**src/rtl/icache_pkg.sv**
```systemverilog
// rtl/icache_pkg.sv - shared instruction-cache constants and refill FSM state encoding
package icache_pkg;

    localparam int WORDS_PER_LINE = 8;
    localparam int OFFSET_W       = 3;
    localparam int LINE_BYTES     = 32;
    localparam logic [31:0] NOP   = 32'h00000013;

    typedef enum logic [1:0] {
        FILL_IDLE = 2'd0,
        FILL_REQ  = 2'd1,
        FILL_WAIT = 2'd2,
        FILL_DONE = 2'd3
    } fill_state_t;

endpackage

```
**src/rtl/icache_line_fill_line_buf.sv**
```systemverilog
// rtl/icache_line_fill_line_buf.sv - single-write-port line buffer with packed read-out
module line_buf
    import icache_pkg::*;
#(
    parameter int WORDS  = 8,
    parameter int WORD_W = 32,
    parameter int IDX_W  = $clog2(WORDS)
) (
    input  logic                    CLK,
    input  logic                    RST,
    input  logic                    we,
    input  logic [IDX_W-1:0]        idx,
    input  logic [WORD_W-1:0]       wdata,
    output logic [WORDS*WORD_W-1:0] rdata
);

    logic [WORD_W-1:0] mem [WORDS];

    always_ff @(posedge CLK) begin
        if (RST) begin
            for (int i = 0; i < WORDS; i++) begin
                mem[i] <= '0;
            end
        end else if (we) begin
            mem[idx] <= wdata;
        end
    end

    for (genvar g = 0; g < WORDS; g++) begin : g_rd
        assign rdata[g*WORD_W +: WORD_W] = mem[g];
    end

endmodule

```
**src/rtl/icache_line_fill.sv**
```systemverilog
// rtl/icache_line_fill.sv - I-cache line refill engine; ICACHE_CRIT_WORD_FIRST_EN enables critical-word-first
module icache_line_fill
    import icache_pkg::*;
#(
    parameter int WORDS_PER_LINE = 8,
    parameter int ADDR_W         = 32,
    parameter int WORD_W         = 32
) (
    input  logic                             CLK,
    input  logic                             RST,
    input  logic                             miss_req,
    input  logic [ADDR_W-1:0]                miss_addr,
    output logic                             busy,
    output logic                             fill_valid,
    output logic [ADDR_W-1:0]                fill_addr,
    output logic [WORDS_PER_LINE*WORD_W-1:0] fill_data,
    output logic                             crit_valid,
    output logic [WORD_W-1:0]                crit_data,
    output logic                             mem_req,
    output logic [ADDR_W-1:0]                mem_addr,
    input  logic                             mem_gnt,
    input  logic                             mem_rvalid,
    input  logic [WORD_W-1:0]                mem_rdata
);

    localparam int LW = $clog2(WORDS_PER_LINE);
    localparam int LO = LW + 2;
    localparam logic [LW-1:0] LAST_BEAT = LW'(WORDS_PER_LINE - 1);

    localparam logic [1:0] ST_IDLE = FILL_IDLE;
    localparam logic [1:0] ST_REQ  = FILL_REQ;
    localparam logic [1:0] ST_WAIT = FILL_WAIT;
    localparam logic [1:0] ST_DONE = FILL_DONE;

    logic [1:0]           state;
    logic [ADDR_W-LO-1:0] base_hi;
    logic [LW-1:0]        cnt;
    logic [LW-1:0]        beat;
    logic [LW-1:0]        start_off;
    logic                 buf_we;
    logic                 unused_addr;

`ifdef ICACHE_CRIT_WORD_FIRST_EN
    assign start_off = miss_addr[LO-1:2];
`else
    assign start_off = '0;
`endif
    assign unused_addr = &{1'b0, miss_addr[LO-1:0]};

    // cnt addresses the word; beat alone decides when the line is complete
    always_ff @(posedge CLK) begin
        if (RST) begin
            state   <= ST_IDLE;
            base_hi <= '0;
            cnt     <= '0;
            beat    <= '0;
        end else begin
            case (state)
                ST_IDLE: begin
                    if (miss_req) begin
                        state   <= ST_REQ;
                        base_hi <= miss_addr[ADDR_W-1:LO];
                        cnt     <= start_off;
                        beat    <= '0;
                    end
                end
                ST_REQ: begin
                    if (mem_gnt) begin
                        state <= ST_WAIT;
                    end
                end
                ST_WAIT: begin
                    if (mem_rvalid) begin
                        cnt   <= cnt + 1'b1;
                        beat  <= beat + 1'b1;
                        state <= (beat == LAST_BEAT) ? ST_DONE : ST_REQ;
                    end
                end
                default: state <= ST_IDLE;
            endcase
        end
    end

    assign busy       = (state != ST_IDLE);
    assign mem_req    = (state == ST_REQ);
    assign mem_addr   = mem_req ? {base_hi, cnt, 2'b00} : '0;
    assign fill_valid = (state == ST_DONE);
    assign fill_addr  = {base_hi, {LO{1'b0}}};
    assign buf_we     = (state == ST_WAIT) && mem_rvalid;

`ifdef ICACHE_CRIT_WORD_FIRST_EN
    assign crit_valid = buf_we && (beat == '0);
    assign crit_data  = crit_valid ? mem_rdata : '0;
`else
    assign crit_valid = 1'b0;
    assign crit_data  = '0;
`endif

    line_buf #(
        .WORDS  (WORDS_PER_LINE),
        .WORD_W (WORD_W),
        .IDX_W  (LW)
    ) u_line_buf (
        .CLK   (CLK),
        .RST   (RST),
        .we    (buf_we),
        .idx   (cnt),
        .wdata (mem_rdata),
        .rdata (fill_data)
    );

endmodule

```
**config.mk**
```make
export PLATFORM = sky130hd
export DESIGN_NAME = icache_line_fill
export DESIGN_NICKNAME = d
export VERILOG_FILES = /design/src/rtl/icache_pkg.sv /design/src/rtl/icache_line_fill_line_buf.sv /design/src/rtl/icache_line_fill.sv
export SDC_FILE = /design/constraint.sdc
export NUM_CORES = 1
export LEC_CHECK = 0
export BUFFER_PORTS_ARGS = -buffer_cell sky130_fd_sc_hd__buf_2
export CORE_AREA = 2 2 166 168
export CTS_BUF_LIST = sky130_fd_sc_hd__clkbuf_8
export DETAILED_ROUTE_END_ITERATION = 8
export DIE_AREA = 0 0 168 170
export PLACE_DENSITY_LB_ADDON = 0.15
export SLEW_MARGIN = 5
export SYNTH_ARGS = -nofsm -noshare
export SYNTH_HDL_FRONTEND = slang
export SYNTH_SLANG_ARGS = --single-unit
```
**constraint.sdc**
```tcl
create_clock -name CLK -period 5.6 [get_ports CLK]
set_input_delay 1.12 -clock CLK [delete_from_list [all_inputs] [get_ports CLK]]
set_output_delay 1.12 -clock CLK [all_outputs]
set_load 0.01 [all_outputs]
```
# Word-level counts from Yosys, hierarchy flattened

Memory sizes are Yosys's and may differ from the RTL's.
Index checks and enable logic that the tools add are counted.

Multiply operators: 0
Equality and inequality tests: 7
Div/mod/pow operators: 0
Shifts and indexed selects: 0
Bitwise gates (word level): 0
Order comparisons: 0
Reductions and logical operators: 8
Multiplexer cells: 19
$add $sub $neg: 2

Operator list:

| operator                                                               | count |
|---|---|
| 32-bit two-way mux                                                     | 2 |
| 32-bit OR reduction                                                    | 1 |
| 3-bit two-way mux                                                      | 4 |
| 3-bit case mux with 2 select lines                                     | 2 |
| 2-bit two-way mux                                                      | 4 |
| 3-bit by 1-bit adder with 3-bit output (second input constant)         | 2 |
| 1-bit two-way mux                                                      | 6 |
| 2-bit case mux with 3 select lines                                     | 1 |
| 3-bit AND reduction                                                    | 2 |
| 2-bit equality test (second input constant)                            | 2 |
| 2-bit != test (second input constant)                                  | 2 |
| 2-bit nonzero test                                                     | 2 |
| 3-bit equality test (second input constant)                            | 1 |
| 2-bit by 1-bit equality test with 1-bit output (second input constant) | 1 |
| 2-bit logical NOT                                                      | 1 |
| 2-bit by 1-bit != test with 1-bit output (second input constant)       | 1 |
| 2-bit AND reduction                                                    | 1 |
| 1-bit logical AND                                                      | 1 |

Word-level logic and storage cells: 41
Register bits: 35
RAM bits: 256
Input port bits: 69
Memories: 1
Output and inout port bits: 356
Latch bits: 0
ROM bits: 0

Memory list:

| name           | depth | width | read ports | clocked after Yosys merged registers in | wr ports | RTL line                        | text |
|---|---|---|---|---|---|---|---|
| u_line_buf.mem | 8     | 32    | 8          | 0                                       | 8        | icache_line_fill_line_buf.sv:17 | `logic [WORD_W-1:0] mem [WORDS];` |

# Depth between registers and ports, before layout

Gate-level depths: netlist of run 1.

Depth after elaboration: 7
Depth in mapped cells: 6
Gate-level depth less buffers: 5

# Hierarchy

Synthesis of run 1 repeated with hierarchy kept, for this count alone.

Cells, all modules: 852
Area total of the unflattened synthesis: 11497.3 µm²

Modules (own cells, without submodules):

| module           | instances | cells an instance | area an instance (µm²) | sequential area each (µm²) |
|---|---|---|---|---|
| line_buf         | 1         | 616               | 9620.5                 | 7687.4 |
| icache_line_fill | 1         | 236               | 1876.8                 | 700.7 |

# Worst setup path after synthesis of run 1

No wires, ideal clock.

Kind: input port to flip-flop
Start: in RST
End: mem u_line_buf.mem[2][0] (enable)
Buffers on the path: 1
Library setup time: 0.375 ns
Cell stages on the path: 3
Arrival time: 2.255 ns
Setup slack: 2.971 ns
Data required time: 5.225 ns
Cell sequence: clkbuf_1 > nor4_2 > or2_2

RTL lines:

| what               | RTL line                        | text |
|---|---|---|
| start: declaration | icache_line_fill.sv:10          | `input logic RST,` |
| end: declaration   | icache_line_fill_line_buf.sv:17 |  |

# Worst setup path after layout of run 1

Start: reg state[0]
End: out mem_addr[23]

Longest elaborated chain between the ends: 2

Ends and longest elaborated chain:

| what                                           | RTL line               | text |
|---|---|---|
| start: declaration                             | icache_line_fill.sv:35 | `logic [1:0] state;` |
| start signal: assignment                       | icache_line_fill.sv:76 | `state <= (beat == LAST_BEAT) ? ST_DONE : ST_REQ;` |
| 2-bit by 1-bit equality test with 1-bit output | icache_line_fill.sv:85 | `assign mem_req = (state == ST_REQ);` |
| 32-bit two-way mux                             | icache_line_fill.sv:86 | `assign mem_addr = mem_req ? {base_hi, cnt, 2'b00} : '0;` |
| end: declaration                               | icache_line_fill.sv:20 | `output logic [ADDR_W-1:0] mem_addr,` |

Every way passes these cells.

==> impl_metrics.toml, run 1 <==
[drt]
wl_mm = 30.54
drc_errors = 0
routedWlPerCell_um = 19.48
vias_per_cell = 4.703
dr.pass1.iters = 5
ant_nets = 0
num_vias = 7374
drt_iter0_drc = 471

[timing]
slew_headroom = 0.3094
setup_viol = 0
rsz0062_at_grt = "no"
final-hold-violation-count = 0
slew_viol_final = 0
clock.fmax_mhz = 291.4
period_needed_ns = 3.432
finalWorstSetupSlack_ns = 2.168
setup_tns_ns = 0
finalCritPeriodShare = 0.6128
tightest_slew_ns = 1.036
worst_clock_skew_ns = 0.02027

[yosys]
synth_edf_count = 256
synth_top_family_by_area = "simple AND/OR/NAND/NOR gates"
synth_fa_ha_area_frac = 0.003267
ys_seq_elements = 291
synthArstFlopShare = 0
synth_area_leaders = "edfxtp_1, and2_1, dfxtp_1"
ys_warn_count = 0
muxShareOfSynthArea = 0
ys_seq_area_frac = 0.7300
syn_avg_cell_area_um2 = 14.38
synth_top_area_cell = "edfxtp_1"
synth_top_area_share = 0.6690
syn_area_um2 = 11490
yosys.area_share.simple = 0.2063
ys_types = 33
synthCells = 799
ys.flop_type = "edfxtp_1"
synth-xor-area-share = 0
synth_compound_area_frac = 0.01764

[min_path]
hold_class = "reg -> reg"

[worst_setup_path]
worstSetupPathType = "reg -> out"
worst_path_largest_cell_delay_ns = 0.84
worst-path-max-fanout = 32
crit_arrival_ns = 2.31
cp-start-kind = "flop"
crit_path_top_delay_cell = "nor2b_2"
critPathCaptureType = "primary output"
path_buf_inv = 1
cp_top_family = "simple AND/OR/NAND/NOR gates"
crit_chain = "nor2b_2, and2_1, buf_2"
critical_path_required_ns = 4.48

[global_routing]
gr-usage-all-layers = 0.2069
antenna_found_initial = 0
grt_pass1_wl_mm = 43.69
grt_remaining_overflow = 0
grt_max_degree = 49
grt_pass1_vias = 6948

[layout]
fillers = 2273
syn_to_final_growth_pct = 26.00
layout.cells.most_common = "buf_2"
multi_input_area_um2 = 2773
final_cell_mix = "buf_2, and2_1, edfxtp_1"
register_area_um2 = 8388
drive_gt1_frac = 0.3839
final_nets = 1267
diodes = 0
final_cells = 1568

[placed_design]
dp_hpwl_mm = 19.52
place_worst_setup_slack_ns = 1.763
gp_congestion = 0.7432
place_inst = 1486
io_buffers = 379

[clocking]
cts_resized = 0
cts_setup_buffers = 0
clk_path_buf_depth = 3
clk_latency_ns = 0.56
cts_made_buffers = 48
root_buffer = "clkbuf_8"
cts.sinks = 291
postCtsHoldBufs = 0
cts_tree = "built"
clkTransAtPathRegs_ns = 0.06
cts.htree.levels = 2

[power_and_ir_drop]
irDropWorstVdd_uv = 172.4
leakagePower_nw = 6.522
p_total_mw = 4.579
p_per_area_nw_per_um2 = 316.2

[floorplan]
fp.dieH_um = 170
initial_core_util = 0.4312
die-area_um2 = 28560
core_um2 = 26650
rows = 60
die_x_um = 168
ios = 425

[status]
status = "complete, no violations"

[flow_run]
drv_cap = 0
worst min-delay path, stage by stage (launching register included):
cell and delay (ns):
dfxtp_1 0.31, nand2_1 0.05, a21oi_1 0.05
cell type report:
class | count | share of cell area
clock inverters | 26 | 0.01080
multi-input cells | 466 | 0.1915
clock buffers | 56 | 0.05323
flip-flops and latches | 291 | 0.5793
repair buffers | 388 | 0.1357
well taps | 341 | 0.02947
per-layer routing:
layer  up-vias  global-route usage  part of all wire
met1      3542              0.2591              0.41
met3        52             0.05512             0.080
met5         -                   0                 0
met2       343              0.3514              0.49
li1       3437                   -                 -
met4         0             0.06730             0.025
sequential cells by signal (all words and copies together), names as in the netlist:
| signal | flops |
|---|---|
| beat | 3 |
| base_hi | 27 |
| u_line_buf.mem | 256 |
| state | 2 |
| cnt | 3 |
cells in the mapped netlist, types with 2 or more instances:
cell	instances
nor3_4	3
nand2b_1	6
o21ai_0	2
clkbuf_1	19
ha_1	3
a21oi_1	34
nand3_1	4
dfxtp_1	35
edfxtp_1	256
or2_2	9
buf_4	40
nand2_1	59
buf_2	21
nor4_4	3
and2_1	287
final timing paths:
path | start | to | slack, ns | cells after the start
worst max-delay path | state[0] | mem_addr[23] | 2.17 | 3
worst min-delay path | base_hi[0] | base_hi[0] | 0.47 | 2
worst max register to register | state[1] | u_line_buf.mem[1][14] | 2.80 | 4
worst min register to register | base_hi[0] | base_hi[0] | 0.47 | 2
cells by family (layout without fill, tap and decap cells):
group | count (synthesis) | after routing
AO/OA/AOI/OAI | 39 | 39
adder cells (fa/ha/maj) | 3 | 3
buffers and inverters | 81 | 470
flip-flops | 291 | 291
other | 1 | 40
AND/OR/NAND/NOR | 384 | 384
stage by stage:
step | area [um^2] | utilization | hold WS, ns
final | 14480 | 0.5433 | 0.4663
after global routing | 14480 | 0.5433 | 0.4791
after CTS | 14480 | 0.5433 | 0.4661
after detailed placement | 13550 | 0.5085 | 0.4562
after global placement | 13550 | 0.5085 | 0.4509
after floorplan | 11640 | - | 0.4516
power by group:
| part | leakage (nW) | switching, mW | total (mW) | internal (mW) |
|---|---|---|---|---|
| registers | 2.93 | 0.0308 | 2.46 | 2.43 |
| logic | 3.07 | 0.210 | 0.304 | 0.0937 |
| clock network | 0.526 | 0.817 | 1.81 | 0.994 |
Power figures use the tool's default switching activity.
==> run 2: changes to the inputs <==
--- a/config.mk
+++ b/config.mk
@@ -6,10 +6,11 @@
 export NUM_CORES = 1
 export LEC_CHECK = 0
 export BUFFER_PORTS_ARGS = -buffer_cell sky130_fd_sc_hd__buf_2
-export CORE_AREA = 2 2 166 168
+export CORE_ASPECT_RATIO = 0.75
+export CORE_MARGIN = 2
+export CORE_UTILIZATION = 46
 export CTS_BUF_LIST = sky130_fd_sc_hd__clkbuf_8
 export DETAILED_ROUTE_END_ITERATION = 8
-export DIE_AREA = 0 0 168 170
 export PLACE_DENSITY_LB_ADDON = 0.15
 export SLEW_MARGIN = 5
 export SYNTH_ARGS = -nofsm -noshare
==> constraint.sdc (replaced) <==
create_clock -name CLK -period 2.9 [get_ports CLK]
set_input_delay 0.58 -clock CLK [delete_from_list [all_inputs] [get_ports CLK]]
set_output_delay 0.58 -clock CLK [all_outputs]
set_load 0.01 [all_outputs]
==> run 2 against run 1 <==
Compared with the run above:
- cell area shrank 0.32%
- final cell count rose by 0.32%
- register-to-register slack got worse by 2.2 ns
- global-route usage increased by 1.7 points
- combinational power is 97% higher
- setup slack got worse by 1.9 ns
- core utilization grew 3.9 points
- critical endpoint is now mem_addr[3]
- largest cell class unchanged
==> impl_metrics.toml, run 2 (synthesized netlist as in run 1, its figures left out) <==
[clocking]
clk_path_buf_depth = 3
cts_resized = 0
clkTransAtPathRegs_ns = 0.06
clk_latency_ns = 0.53
cts_made_buffers = 45
postCtsHoldBufs = 0
cts.sinks = 291
cts_tree = "built"
cts_setup_buffers = 0
root_buffer = "clkbuf_8"
cts.htree.levels = 2

[layout]
top_register = "u_line_buf.mem"
fin_area_um2 = 14430
layout.cells.most_common = "buf_2"
top_regs = "u_line_buf.mem: 256 flops, base_hi: 27 flops"
fillers = 2100
diodes = 0
drive_gt1_frac = 0.3822
final_cell_mix = "buf_2, and2_1, edfxtp_1"
final_nets = 1273
final_util = 0.5826
syn_to_final_growth_pct = 25.60
largest_reg_flops = 256

[flow_run]
drv_cap = 0

[power_and_ir_drop]
p_per_area_nw_per_um2 = 583.4
p_total_mw = 8.420
irDropWorstVdd_uv = 352.1
leakagePower_nw = 6.544

[placed_design]
gp_congestion = 0.7706
dp_hpwl_mm = 19.21
placed_area_um2 = 13640
io_buffers = 379

[floorplan]
initial_core_util = 0.4638
die-area_um2 = 26270
rows = 50
ios = 425
core_um2 = 24770
die_x_um = 186.5
fp.dieH_um = 140.9

[global_routing]
grt_max_degree = 48
grt_pass1_wl_mm = 44.14
antenna_found_initial = 0
gr-usage-all-layers = 0.2243
grt_pass1_vias = 7018
grt_remaining_overflow = 0

[status]
status = "complete, no violations"

[timing]
clock.fmax_mhz = 379.4
worst_clock_skew_ns = 0.01426
slew_viol_final = 0
slew_headroom = 0.2924
final-hold-violation-count = 0
tightest_slew_ns = 1.061
period_needed_ns = 2.635
setup_tns_ns = 0
rsz0062_at_grt = "no"
setup_viol = 0
hold_ws_ns = 0.2904
finalCritPeriodShare = 0.9088

[worst_setup_path]
critical_path_required_ns = 2.32
rrSetupSlack_ns = 0.56
worst-path-max-fanout = 25
crit_arrival_ns = 2.06
critPathCaptureType = "primary output"
cp-start-kind = "flop"
worstSetupPathType = "reg -> out"

[drt]
drc_errors = 0
vias_per_cell = 4.647
wl_mm = 29.80
ant_nets = 0
routedWlPerCell_um = 18.95
num_vias = 7309
dr.pass1.iters = 4
drt_iter0_drc = 478

[min_path]
hold_class = "in -> reg"
==> run 2: cell count changes in the layout (fill, tap and decap cells not counted) <==
cell,before,now
buf_12,0,2
buf_4,9,16
bufinv_16,2,0
clkbuf_8,56,48
clkinv_1,8,5
clkinv_2,1,4
inv_1,14,23
nor2b_1,0,1
nor2b_2,1,0
==> run 2: cell type report <==
cell class	count	area [um^2]	share of cell area
sequential	291	8388	0.5812
multi-input combinational	466	2770	0.1919
clock inverter	33	133.9	0.009276
clock buffer	48	660.6	0.04577
timing repair buffer	397	2057	0.1425
tap	338	422.9	0.02930
==> run 2: path summary, 6_finish.rpt <==
kind | from | end | cells after the start
setup / recovery | state[0] | mem_addr[3] | 4
hold / removal | miss_addr[5] | base_hi[0] | 3
setup reg to reg | cnt[0] | u_line_buf.mem[3][4] | 3
hold reg to reg | base_hi[13] | base_hi[13] | 2
==> run 2: layer usage <==
metal / routed length, um / share of wire / GRT usage / vias up
met3: 2517 / 0.084 / 0.06796 / 39
li1: - / - / - / 3457
met2: 13480 / 0.45 / 0.3496 / 310
met5: 0 / 0 / 0 / -
met4: 543 / 0.018 / 0.06015 / 0
met1: 13260 / 0.44 / 0.3088 / 3503
==> run 2: where the power goes <==
part           internal (mW)  switching [mW]  leakage, nW
sequential              4.70          0.0585         2.93
combinational          0.193           0.405         3.12
clock                   1.53            1.54        0.496
==> run 2: stage by stage <==
step | std cells | setup slack, ns
2_1_floorplan | 838 | 0.8107
3_3_place_gp | 1492 | 0.3851
3_5_place_dp | 1492 | 0.3180
4_1_cts | 1573 | 0.2195
5_1_grt | 1573 | 0.02490
6_report | 1573 | 0.2646
==> run 2: critical path, cell delays in order, from the launching register on <==
cell	delay, ns
dfxtp_1	0.53
nor2b_1	0.40
buf_4	0.31
and2_1	0.15
buf_2	0.13
